File: config.mk
export PLATFORM = sky130hd
export DESIGN_NAME = exu_wbck
export DESIGN_NICKNAME = d
export VERILOG_FILES = /design/src/rtl/exu_wbck.sv
export SDC_FILE = /design/constraint.sdc
export NUM_CORES = 1
export LEC_CHECK = 0
export BUFFER_PORTS_ARGS = -buffer_cell sky130_fd_sc_hd__buf_2
export CORE_MARGIN = 5
export CORE_UTILIZATION = 55
export DETAILED_ROUTE_END_ITERATION = 8
export MAX_ROUTING_LAYER = met4
export PLACE_DENSITY = 0.85
export RECOVER_POWER = 50
export SETUP_SLACK_MARGIN = 0.05
export SLEW_MARGIN = 20
export SYNTH_ARGS = -nofsm -noshare
export SYNTH_HDL_FRONTEND = slang
export SYNTH_SLANG_ARGS = --single-unit
export TNS_END_PERCENT = 20
File: constraint.sdc
create_clock -name clk -period 4.7 [get_ports clk]
set_clock_uncertainty 0.2 [all_clocks]
set_input_delay 0 -clock clk [delete_from_list [all_inputs] [get_ports clk]]
set_output_delay 0 -clock clk [all_outputs]
set_load 0.02 [all_outputs]
File: src/rtl/exu_wbck.sv
// Write-back arbiter: merges ALU and long-pipe results into one registered regfile write port.
// Latency: ALU 1 cycle to rf_wbck_o_valid; a long-pipe result passes through a 2-entry buffer, so 2 cycles minimum.
// Backpressure: ALU stalls while any long-pipe entry is buffered or the output is stalled; long-pipe stalls when the buffer is full.
module exu_wbck #(
    parameter int XLEN        = 32,
    parameter int RFIDX_W     = 5,
    parameter int LONGP_DEPTH = 2
) (
    input  logic               clk,
    input  logic               rst_n,

    input  logic               alu_wbck_i_valid,
    output logic               alu_wbck_i_ready,
    input  logic [XLEN-1:0]    alu_wbck_i_wdat,
    input  logic [RFIDX_W-1:0] alu_wbck_i_rdidx,
    input  logic               alu_wbck_i_rdwen,

    input  logic               longp_wbck_i_valid,
    output logic               longp_wbck_i_ready,
    input  logic [XLEN-1:0]    longp_wbck_i_wdat,
    input  logic [RFIDX_W-1:0] longp_wbck_i_rdidx,
    input  logic               longp_wbck_i_rdwen,

    output logic               rf_wbck_o_valid,
    input  logic               rf_wbck_o_ready,
    output logic [XLEN-1:0]    rf_wbck_o_wdat,
    output logic [RFIDX_W-1:0] rf_wbck_o_rdidx,
    output logic               rf_wbck_o_rdwen,

    output logic               longp_pend,
    output logic [31:0]        wbck_cnt
);

    localparam int CNT_W = $clog2(LONGP_DEPTH + 1);
    localparam int PTR_W = (LONGP_DEPTH > 1) ? $clog2(LONGP_DEPTH) : 1;

    typedef struct packed {
        logic [XLEN-1:0]    wdat;
        logic [RFIDX_W-1:0] rdidx;
        logic               rdwen;
    } wb_t;

    wb_t              buf_q [LONGP_DEPTH];
    logic [CNT_W-1:0] buf_cnt;
    logic [PTR_W-1:0] wr_ptr;
    logic [PTR_W-1:0] rd_ptr;

    wb_t              out_q;
    logic             out_vld;
    logic [31:0]      cnt_q;

    wb_t              alu_dat;
    wb_t              longp_dat;
    wb_t              sel_dat;
    logic             load_en;
    logic             buf_nonempty;
    logic             push;
    logic             pop;
    logic             load;

    function automatic logic [PTR_W-1:0] ptr_inc(input logic [PTR_W-1:0] p);
        return (p == PTR_W'(LONGP_DEPTH - 1)) ? '0 : p + 1'b1;
    endfunction

    assign alu_dat      = '{wdat: alu_wbck_i_wdat, rdidx: alu_wbck_i_rdidx, rdwen: alu_wbck_i_rdwen};
    assign longp_dat    = '{wdat: longp_wbck_i_wdat, rdidx: longp_wbck_i_rdidx, rdwen: longp_wbck_i_rdwen};

    assign load_en      = !out_vld || rf_wbck_o_ready;
    assign buf_nonempty = (buf_cnt != '0);

    // Buffered long-pipe results always win, so the ALU can never starve them.
    assign sel_dat      = buf_nonempty ? buf_q[rd_ptr] : alu_dat;
    assign load         = load_en && (buf_nonempty || alu_wbck_i_valid);

    assign alu_wbck_i_ready   = !buf_nonempty && load_en;
    assign longp_wbck_i_ready = (buf_cnt < CNT_W'(LONGP_DEPTH));
    assign push               = longp_wbck_i_valid && longp_wbck_i_ready;
    assign pop                = buf_nonempty && load_en;

    always_ff @(posedge clk) begin
        if (push) begin
            buf_q[wr_ptr] <= longp_dat;
        end
    end

    always_ff @(posedge clk) begin
        if (!rst_n) begin
            buf_cnt <= '0;
            wr_ptr  <= '0;
            rd_ptr  <= '0;
            out_vld <= 1'b0;
            out_q   <= '0;
            cnt_q   <= '0;
        end else begin
            if (push) begin
                wr_ptr <= ptr_inc(wr_ptr);
            end
            if (pop) begin
                rd_ptr <= ptr_inc(rd_ptr);
            end
            if (push && !pop) begin
                buf_cnt <= buf_cnt + CNT_W'(1);
            end else if (pop && !push) begin
                buf_cnt <= buf_cnt - CNT_W'(1);
            end

            // x0 is hardwired to zero, so its write enable is dropped here.
            if (load) begin
                out_vld     <= 1'b1;
                out_q.wdat  <= sel_dat.wdat;
                out_q.rdidx <= sel_dat.rdidx;
                out_q.rdwen <= sel_dat.rdwen && (sel_dat.rdidx != '0);
            end else if (rf_wbck_o_ready) begin
                out_vld <= 1'b0;
            end

            if (out_vld && rf_wbck_o_ready) begin
                cnt_q <= cnt_q + 32'd1;
            end
        end
    end

    assign rf_wbck_o_valid = out_vld;
    assign rf_wbck_o_wdat  = out_q.wdat;
    assign rf_wbck_o_rdidx = out_q.rdidx;
    assign rf_wbck_o_rdwen = out_q.rdwen;
    assign longp_pend      = buf_nonempty;
    assign wbck_cnt        = cnt_q;

endmodule
# Yosys cells after proc, flatten, opt, wreduce, memory -nomap -nowiden
# Memory sizes are Yosys's and may differ from the RTL's. A register that Yosys moved wholly into a read port is not among the register bits.
# Cells that the tools add are included.
totals:
  regBits: 75
  ram_bits: 76
  inputBits: 81
  word_cells: 44
  mem_count: 1
classes:
  n_addsub: 5
  magnitude_cmp: 1
  mux: 11
  reduce_logical: 18
memory_table:
  columns: ["name", "depth", "width", "rd", "rd_ports_with_merged_regs", "write_ports", "line_no", "rtl"]
  rows:
  - ["buf_q", 2, 38, 1, 1, 1, "43", "wb_t buf_q [LONGP_DEPTH];"]
ops:
  columns: ["cell", "n"]
  rows:
  - ["two-way mux 38 bit", 1]
  - ["adder 32 x 1 -> 32 bit, second input constant", 1]
  - ["logical AND 1 bit", 8]
  - ["two-way mux 1 bit", 8]
  - ["nonzero test 2 bit", 3]
  - ["nonzero test 5 bit", 1]
  - ["logical NOT 1 bit", 4]
  - ["two-way mux 2 bit", 2]
  - ["adder 1 bit, second input constant", 2]
  - ["adder 2 x 1 -> 2 bit, second input constant", 1]
  - ["logical OR 1 bit", 2]
  - ["less-than comparator 2 bit, second input constant", 1]
  - ["subtractor 2 x 1 -> 2 bit, second input constant", 1]

# Logic depth before layout (Yosys ltp)
# Gate-level depths: netlist of run 1.
depth:
  depth_word: 6
  ltp_mapped: 8

# Least setup slack after synthesis of run 1
# No wires, ideal clock.
synth_path:
  path_kind: "register -> register"
  startpoint: "register buf_cnt[1]"
  endpoint: "memory buf_q[0][0] (netlist bit) (enable)"
  setup_time_ps: 438
  arrival_ps: 2461
  required_time_ps: 4062
  path_slack_ps: 1601
  path_stages_with_launch: 4
  path_buffers: 1
  path_cell_list: "dfxtp_1 > clkbuf_1 > nor2b_1 > nor2b_1"
synth_between:
  elab_chain_len: 4
synth_lines:
  columns: ["item", "line_no", "rtl"]
  rows:
  - ["from (decl)", "44", "logic [CNT_W-1:0] buf_cnt;"]
  - ["from (signal assigned)", "102", "buf_cnt <= buf_cnt + CNT_W'(1);"]
  - ["from (signal assigned)", "104", "buf_cnt <= buf_cnt - CNT_W'(1);"]
  - ["less-than comparator 2 bit", "76", "assign longp_wbck_i_ready = (buf_cnt < CNT_W'(LONGP_DEPTH));"]
  - ["logical AND 1 bit", "77", "assign push = longp_wbck_i_valid && longp_wbck_i_ready;"]
  - ["net push", "57", "logic push;"]
  - ["two-way mux 1 bit", "81", "if (push) begin"]
  - ["two-way mux 1 bit (not written as such)", "82", "buf_q[wr_ptr] <= longp_dat;"]
  - ["to (decl)", "43", null]
# The timed path passes the listed nets, and every way through them passes these cells.

# Final worst setup path of run 1
layout_path:
  startpoint: "register buf_cnt[1]"
  endpoint: "register out_q (netlist bit rf_wbck_o_wdat[4])"
layout_between:
  elab_chain_len: 3
layout_lines:
  columns: ["item", "line_no", "rtl"]
  rows:
  - ["nonzero test 2 bit (*)", "69", "assign buf_nonempty = (buf_cnt != '0);"]
  - ["logical OR 1 bit", "73", "assign load = load_en && (buf_nonempty || alu_wbck_i_valid);"]
  - ["logical AND 1 bit", "73", null]
  - ["to (decl)", "48", "wb_t out_q;"]
# Every way passes the cells marked *; elsewhere a longest branch is shown, timed or not.
# A chain may end at the register's enable or synchronous reset.

==> impl_metrics.yaml, run 1 <==
placed_design:
  dp_hpwl_um: 9620
  io_buffers: 154
  gp_congestion: 0.894
  place_ws_ns: 2.14
sta:
  fin_crit_sh_pct: 58.2
  fmax_mhz: 366
  setup_ws_ns: 1.97
  setup_tns_ns: 0
  grt_setup_unrepaired: "false"
  hold_violations: 0
  finalSetupViolations: 0
  slew_headroom_pct: 18.6
  final_max_slew_viol_count: 0
  max_slew.worst_pin.slew_ns: 1.22
  whs_ns: 0.101
  min_period_ns: 2.73
final_layout:
  fin_nets: 858
  regArea_um2: 3800
  n_fill_cell: 765
  drive_gt1_share_pct: 12.6
  area_delta_synth_final_pct: 33.5
  multi_input_area_um2: 2260
  diodes: 0
  final_util_pct: 74.1
global_route:
  grt_pass1_vias: 5404
  grt_overflow: 0
  grt_pass1_wl_um: 26900
  antenna_found_initial: 0
  grt_max_degree: 64
  grt_usage_pct: 26.7
power_and_ir_drop:
  powerDensity_nw_per_um2: 526
  p_sw_uw: 1440
  p_comb_share_pct: 27.4
  finalPower_uw: 4400
  seqPwrFrac_pct: 41.3
  p_sw_share_pct: 32.8
  p_leak_uw: 0.00293
  internal-power_uw: 2960
  p_clk_share_pct: 31.3
  peakVddDrop_uv: 362
yosys:
  synth.area.mux_share_pct: 8.15
  synth.yosys.seq_area_share_pct: 60.8
  synthSimpleGateAreaFrac_pct: 15.7
  postSynthCellCount: 558
  yosysWarnings: 0
  synth_top_area_share_pct: 36.5
  synthTopCellsByArea: "edfxtp_1, dfxtp_1, mux2i_1, nand2_1, a21oi_1"
  ys_types: 38
  yosysMostFrequentCell: "nand2_1"
  synth_edf_count: 76
  synthArstFlopShare_pct: 0
  synth_top_cell_by_area: "edfxtp_1"
  synth_ff_type: "edfxtp_1"
  synth_top_family_by_area: "simple AND/OR/NAND/NOR gates"
  synth.avg_cell_area_um2: 11.2
  postSynthNetCount: 641
  syn_area_um2: 6260
  synth_xor_area_share_pct: 1.82
  yosys-top-cells-count: "nand2_1, dfxtp_1, edfxtp_1, a21oi_1, mux2i_1"
  synth_compound_area_share_pct: 9.81
  synth_fa_ha_area_share_pct: 0.400
  ys_seq_elements: 152
route:
  firstDrtPassIters: 5
  drc: 0
  drtIter0Drc: 571
  routedWlPerCell_um: 18.1
  viasPerCell: 5.71
  wl_um: 16800
  ant_nets: 0
  via_count: 5315
setup_path:
  path_depth: 4
  cp_cell_sequence: "or2_2 > o21ai_4 > nand2_1 > a21oi_1"
  crit_buf_inv: 0
  crit_path_max_fanout: 39
  worstPathArrival_ns: 2.83
  endpoint_kind: "flop"
  critPathKind: "reg -> reg"
  worst_ep_required_time_ns: 4.80
  crit_family: "compound AO/OA/AOI/OAI gates"
  rr_worst_depth: 4
  critical_path.slowest_cell: "o21ai_4"
  r2r_slack_ns: 1.97
  start_kind: "flop"
  critPathMaxStageDelay_ns: 0.89
clocking:
  cts_max_level: 4
  postCtsSetupRepairBufs: 0
  clock_sinks: 152
  cts_buffers: 17
  clock-root-buffer: "clkbuf_16"
  cts_tree: "built"
  clockBufferDepth: 2
  clock_latency_ns: 0.41
  clk_pin_slew_ns: 0.06
floorplan:
  io_pins: 155
  die_w_um: 117
  die_y_um: 117
  design.core.area_um2: 11300
  row_count: 39
  design.die.area_um2: 13600
  initial_core_util_pct: 55.5
job:
  cap_violations: 0
min_path:
  min_path_cells: 2
  hold_class: "in -> reg"
run_status:
  status: "finished clean"
## metal layers
metal | global-route usage (%) | vias to the layer above | routed length, um
li1 | - | 2472 | -
met1 | 30.6 | 2555 | 6530
met2 | 44.3 | 235 | 8430
met3 | 6.79 | 53 | 1300
met4 | 11.6 | 0 | 560
met5 | - | - | 0
## final timing paths
path / start / endpoint
setup / recovery: buf_cnt[1]$_SDFFE_PN0P_ / rf_wbck_o_wdat[4]$_SDFFE_PN0P_
setup reg to reg: buf_cnt[1]$_SDFFE_PN0P_ / rf_wbck_o_wdat[4]$_SDFFE_PN0P_
hold reg to reg: rf_wbck_o_wdat[27]$_SDFFE_PN0P_ / rf_wbck_o_wdat[27]$_SDFFE_PN0P_
hold / removal: longp_wbck_i_wdat[15] / buf_q[1][21]$_DFFE_PP_
## cells in the final DEF, fill, tap and decap left out, types with 13 or more instances in the layout
cell             n
clkbuf_1       104
nand2_1         94
dlygate4sd3_1   81
edfxtp_1        76
dfxtp_1         75
a21oi_1         54
buf_2           52
mux2i_1         51
o211ai_1        33
clkbuf_16       18
nor2_1          16
nand2b_1        13
## state kept, by name, summed over array words and instances, names as in the netlist, named ones only
| name | cells |
|---|---|
| rd_ptr | 1 |
| rf_wbck_o_rdwen | 1 |
| rf_wbck_o_valid | 1 |
| rf_wbck_o_rdidx | 5 |
| wbck_cnt | 32 |
| rf_wbck_o_wdat | 32 |
| buf_cnt | 2 |
| wr_ptr | 1 |
| buf_q | 76 |
## power groups by stage
stage	clock network [uW]	logic [uW]	registers [uW]
2_1_floorplan	0	718	1910
3_3_place_gp	0	1110	1810
3_5_place_dp	0	1140	1830
4_1_cts	1390	1210	1810
5_1_grt	1450	1320	1840
6_report	1380	1200	1810
## cells by family (layout without fill, tap and decap cells)
group | after synthesis | after routing
AND/OR/NAND/NOR | 193 | 193
flip-flops | 152 | 152
AO/OA/AOI/OAI | 101 | 101
multiplexers | 51 | 51
buffers and inverters | 46 | 276
XOR/XNOR | 13 | 13
adder cells (fa/ha/maj) | 2 | 2
## per-stage QoR
step / std cells / area, um^2
finish: 931 / 8360
global route: 931 / 8360
CTS: 930 / 8470
detailed placement: 817 / 7060
global placement: 817 / 7060
floorplan: 558 / 6260
## area by class of cell
class,instances,area share (%)
Multi-Input combinational cell,360,27.0
Clock buffer,22,5.69
Tap cell,143,2.14
Sequential cell,152,45.5
Inverter,5,0.240
Clock inverter,10,1.47
Timing Repair Buffer,239,17.9
## repair_timing
item / 4_1_cts / 5_1_grt
endpoints found under the hold margin: 131 / 0
hold buffers: 81 / 0
gates resized for setup: 0 / 0
(Power assumes the default switching activity.)
==> run 2: changes to the inputs <==
--- a/config.mk
+++ b/config.mk
@@ -5,12 +5,13 @@
 export SDC_FILE = /design/constraint.sdc
 export NUM_CORES = 1
 export LEC_CHECK = 0
+export ABC_AREA = 1
 export BUFFER_PORTS_ARGS = -buffer_cell sky130_fd_sc_hd__buf_2
 export CORE_MARGIN = 5
-export CORE_UTILIZATION = 55
+export CORE_UTILIZATION = 53
 export DETAILED_ROUTE_END_ITERATION = 8
 export MAX_ROUTING_LAYER = met4
-export PLACE_DENSITY = 0.85
+export PLACE_DENSITY = 0.82
 export RECOVER_POWER = 50
 export SETUP_SLACK_MARGIN = 0.05
 export SLEW_MARGIN = 20
==> constraint.sdc (replaced) <==
create_clock -name clk -period 2.75 [get_ports clk]
set_clock_uncertainty 0.2 [all_clocks]
set_input_delay 0 -clock clk [delete_from_list [all_inputs] [get_ports clk]]
set_output_delay 0 -clock clk [all_outputs]
set_load 0.02 [all_outputs]
==> run 2 against run 1 <==
Against the previous run:
- sequential power is 67% higher
- worst hold slack worse by 0.044 ns
- total power is 75% higher
- sequential cell count stayed put
- routed wire length is 15% higher
- critical path depth is 4 higher
- utilization is 1.0 points lower
- largest power group unchanged
==> impl_metrics.yaml, run 2 <==
run_status:
  status: "finished clean"
final_layout:
  largest_reg_flops: 76
  layout_common_cells: "clkbuf_1, a21oi_1, dlygate4sd3_1"
  drive_gt1_share_pct: 16.6
  area_delta_synth_final_pct: 34.2
  final_util_pct: 73.1
  largest-register: "buf_q"
  layout_commonest_cell: "clkbuf_1"
  fin_nets: 962
route:
  routedWlPerCell_um: 18.7
  drtIter0Drc: 591
  ant_nets: 0
  via_count: 5852
  wl_um: 19400
  firstDrtPassIters: 6
  drc: 0
  viasPerCell: 5.64
job:
  cap_violations: 0
yosys:
  synth.avg_cell_area_um2: 9.76
  syn_area_um2: 6280
  synth_edf_count: 76
  postSynthCellCount: 643
  ys_types: 33
  synth_ff_type: "edfxtp_1"
  yosysMostFrequentCell: "a21oi_1"
  yosys-top-cells-count: "a21oi_1, nand2_1, dfxtp_1, edfxtp_1, o21ai_0"
  synth.yosys.seq_area_share_pct: 60.6
  synthTopCellsByArea: "edfxtp_1, dfxtp_1, a21oi_1, nand2_1, o21ai_0"
  synth_top_cell_by_area: "edfxtp_1"
  synth_top_area_share_pct: 36.4
  ys_seq_elements: 152
  synthArstFlopShare_pct: 0
  postSynthNetCount: 726
  yosysWarnings: 0
sta:
  fmax_mhz: 382
  hold_violations: 0
  finalSetupViolations: 0
  whs_ns: 0.0565
  min_period_ns: 2.62
  max_slew.worst_pin.slew_ns: 0.680
  slew_headroom_pct: 54.6
  grt_setup_unrepaired: "false"
  fin_crit_sh_pct: 95.1
  final_max_slew_viol_count: 0
setup_path:
  critical_path.slowest_cell: "dlygate4sd3_1"
  worstPathArrival_ns: 2.72
  cp_cell_sequence: "inv_1 > nand2_4 > nor2_1 > nor2_4 > inv_2 > a21oi_1 > a21oi_1 > dlygate4sd3_1"
  endpoint_kind: "flop"
  crit_family: "buffers and inverters"
  worst_ep_required_time_ns: 2.86
  start_kind: "flop"
  crit_path_max_fanout: 33
  crit_buf_inv: 3
  path_common_cell: "a21oi_1"
  critPathKind: "reg -> reg"
  critPathMaxStageDelay_ns: 0.57
floorplan:
  design.core.area_um2: 11500
  io_pins: 155
  die_w_um: 119
  design.die.area_um2: 14100
  row_count: 39
  initial_core_util_pct: 54.5
  die_y_um: 119
global_route:
  grt_pass1_vias: 6047
  grt_pass1_wl_um: 30700
  antenna_found_initial: 1
  grt_max_degree: 46
  grt_usage_pct: 28.6
  grt_overflow: 0
clocking:
  clock_latency_ns: 0.43
  cts_tree: "built"
  clock-root-buffer: "clkbuf_16"
  post_cts_resized: 0
  cts_max_level: 4
  postCtsSetupRepairBufs: 0
  cts_buffers: 17
  clock_sinks: 152
  ctsHoldBuffers: 85
  clockBufferDepth: 2
  clk_pin_slew_ns: 0.06
power_and_ir_drop:
  p_sw_share_pct: 37.1
  internal-power_uw: 4830
  p_comb_share_pct: 32.8
  p_clk_share_pct: 27.8
  peakVddDrop_uv: 871
  seqPwrFrac_pct: 39.4
  p_leak_uw: 0.00316
  p_sw_uw: 2850
  powerDensity_nw_per_um2: 912
placed_design:
  io_buffers: 154
  dp_hpwl_um: 10900
  gp_congestion: 0.960
min_path:
  hold_class: "in -> reg"
## run 2: changes by cell type in the layout (fill, tap and decap cells not counted), moves of 17 or more
cell,previous run,this run
or2_2,1,34
nor2_1,16,44
nand2_1,94,77
o21ai_0,3,55
inv_1,4,45
nand3_1,9,32
mux2i_1,51,0
a21oi_1,54,94
## run 2: worst paths after layout
path	slack, ns	to	from	depth (start not counted)
worst max-delay path	0.13	rf_wbck_o_wdat[30]$_SDFFE_PN0P_	buf_cnt[1]$_SDFFE_PN0P_	8
worst min register to register	0.29	rd_ptr$_SDFFE_PN0P_	rd_ptr$_SDFFE_PN0P_	1
worst max register to register	0.13	rf_wbck_o_wdat[30]$_SDFFE_PN0P_	buf_cnt[1]$_SDFFE_PN0P_	8
worst min-delay path	0.06	rf_wbck_o_wdat[22]$_SDFFE_PN0P_	alu_wbck_i_valid	5
## run 2: cell type report
type                    count  area (um^2)
diodes                      2         5.00
multi-input cells         410         2150
clock buffers              17          425
clock inverters            15          113
repair buffers            247         1550
well taps                 143          179
fillers                   818         3090
inverters                  51          191
flip-flops and latches    152         3800
## run 2: cells by family (layout without fill, tap and decap cells)
| kind of cell | count (synthesis) | count (layout) | share of synthesized area, % |
|---|---|---|---|
| other | 0 | 2 | 0 |
| buffers and inverters | 81 | 330 | 5.18 |
| and+or+nand+nor | 218 | 218 | 17.0 |
| AOI/OAI and AO/OA | 188 | 188 | 16.5 |
| DFF | 152 | 152 | 60.6 |
| adders and majority gates | 2 | 2 | 0.399 |
| xor gates and xnor gates | 2 | 2 | 0.279 |
## run 2: per-stage QoR
| step | TNS [ns] | power [uW] | setup slack [ns] | cells | area (um^2) |
|---|---|---|---|---|---|
| finish | 0 | 7680 | 0.135 | 1037 | 8420 |
| global route | 0 | 8030 | 0.0521 | 1036 | 8420 |
| CTS | 0 | 7630 | 0.210 | 1035 | 8560 |
| detailed placement | 0 | 5380 | 0.739 | 918 | 7170 |
| global placement | 0 | 5290 | 0.816 | 918 | 7170 |
| floorplan | -1.90 | 4620 | -0.0501 | 643 | 6280 |
## run 2: power by group through the flow
stage | Clock [uW] | Combinational (uW) | Sequential, uW
after global routing | 2260 | 2720 | 3060
after global placement | 0 | 2270 | 3020
after CTS | 2130 | 2500 | 3000
final | 2140 | 2520 | 3020
after floorplan | 0 | 1360 | 3260
after detailed placement | 0 | 2350 | 3030
## run 2: tightest hold or removal path: stages
cell     delay, ns
buf_2         0.09
nor2_1        0.18
nor2_4        0.14
o21ai_0       0.16
a21oi_1       0.05
## run 2: layer usage
metal | global-route usage, % | routed length (um) | up-vias
met4 | 16.1 | 977 | 0
met2 | 47.1 | 9650 | 347
li1 | - | - | 2703
met1 | 31.9 | 7150 | 2730
met3 | 7.11 | 1630 | 72
met5 | - | 0 | -
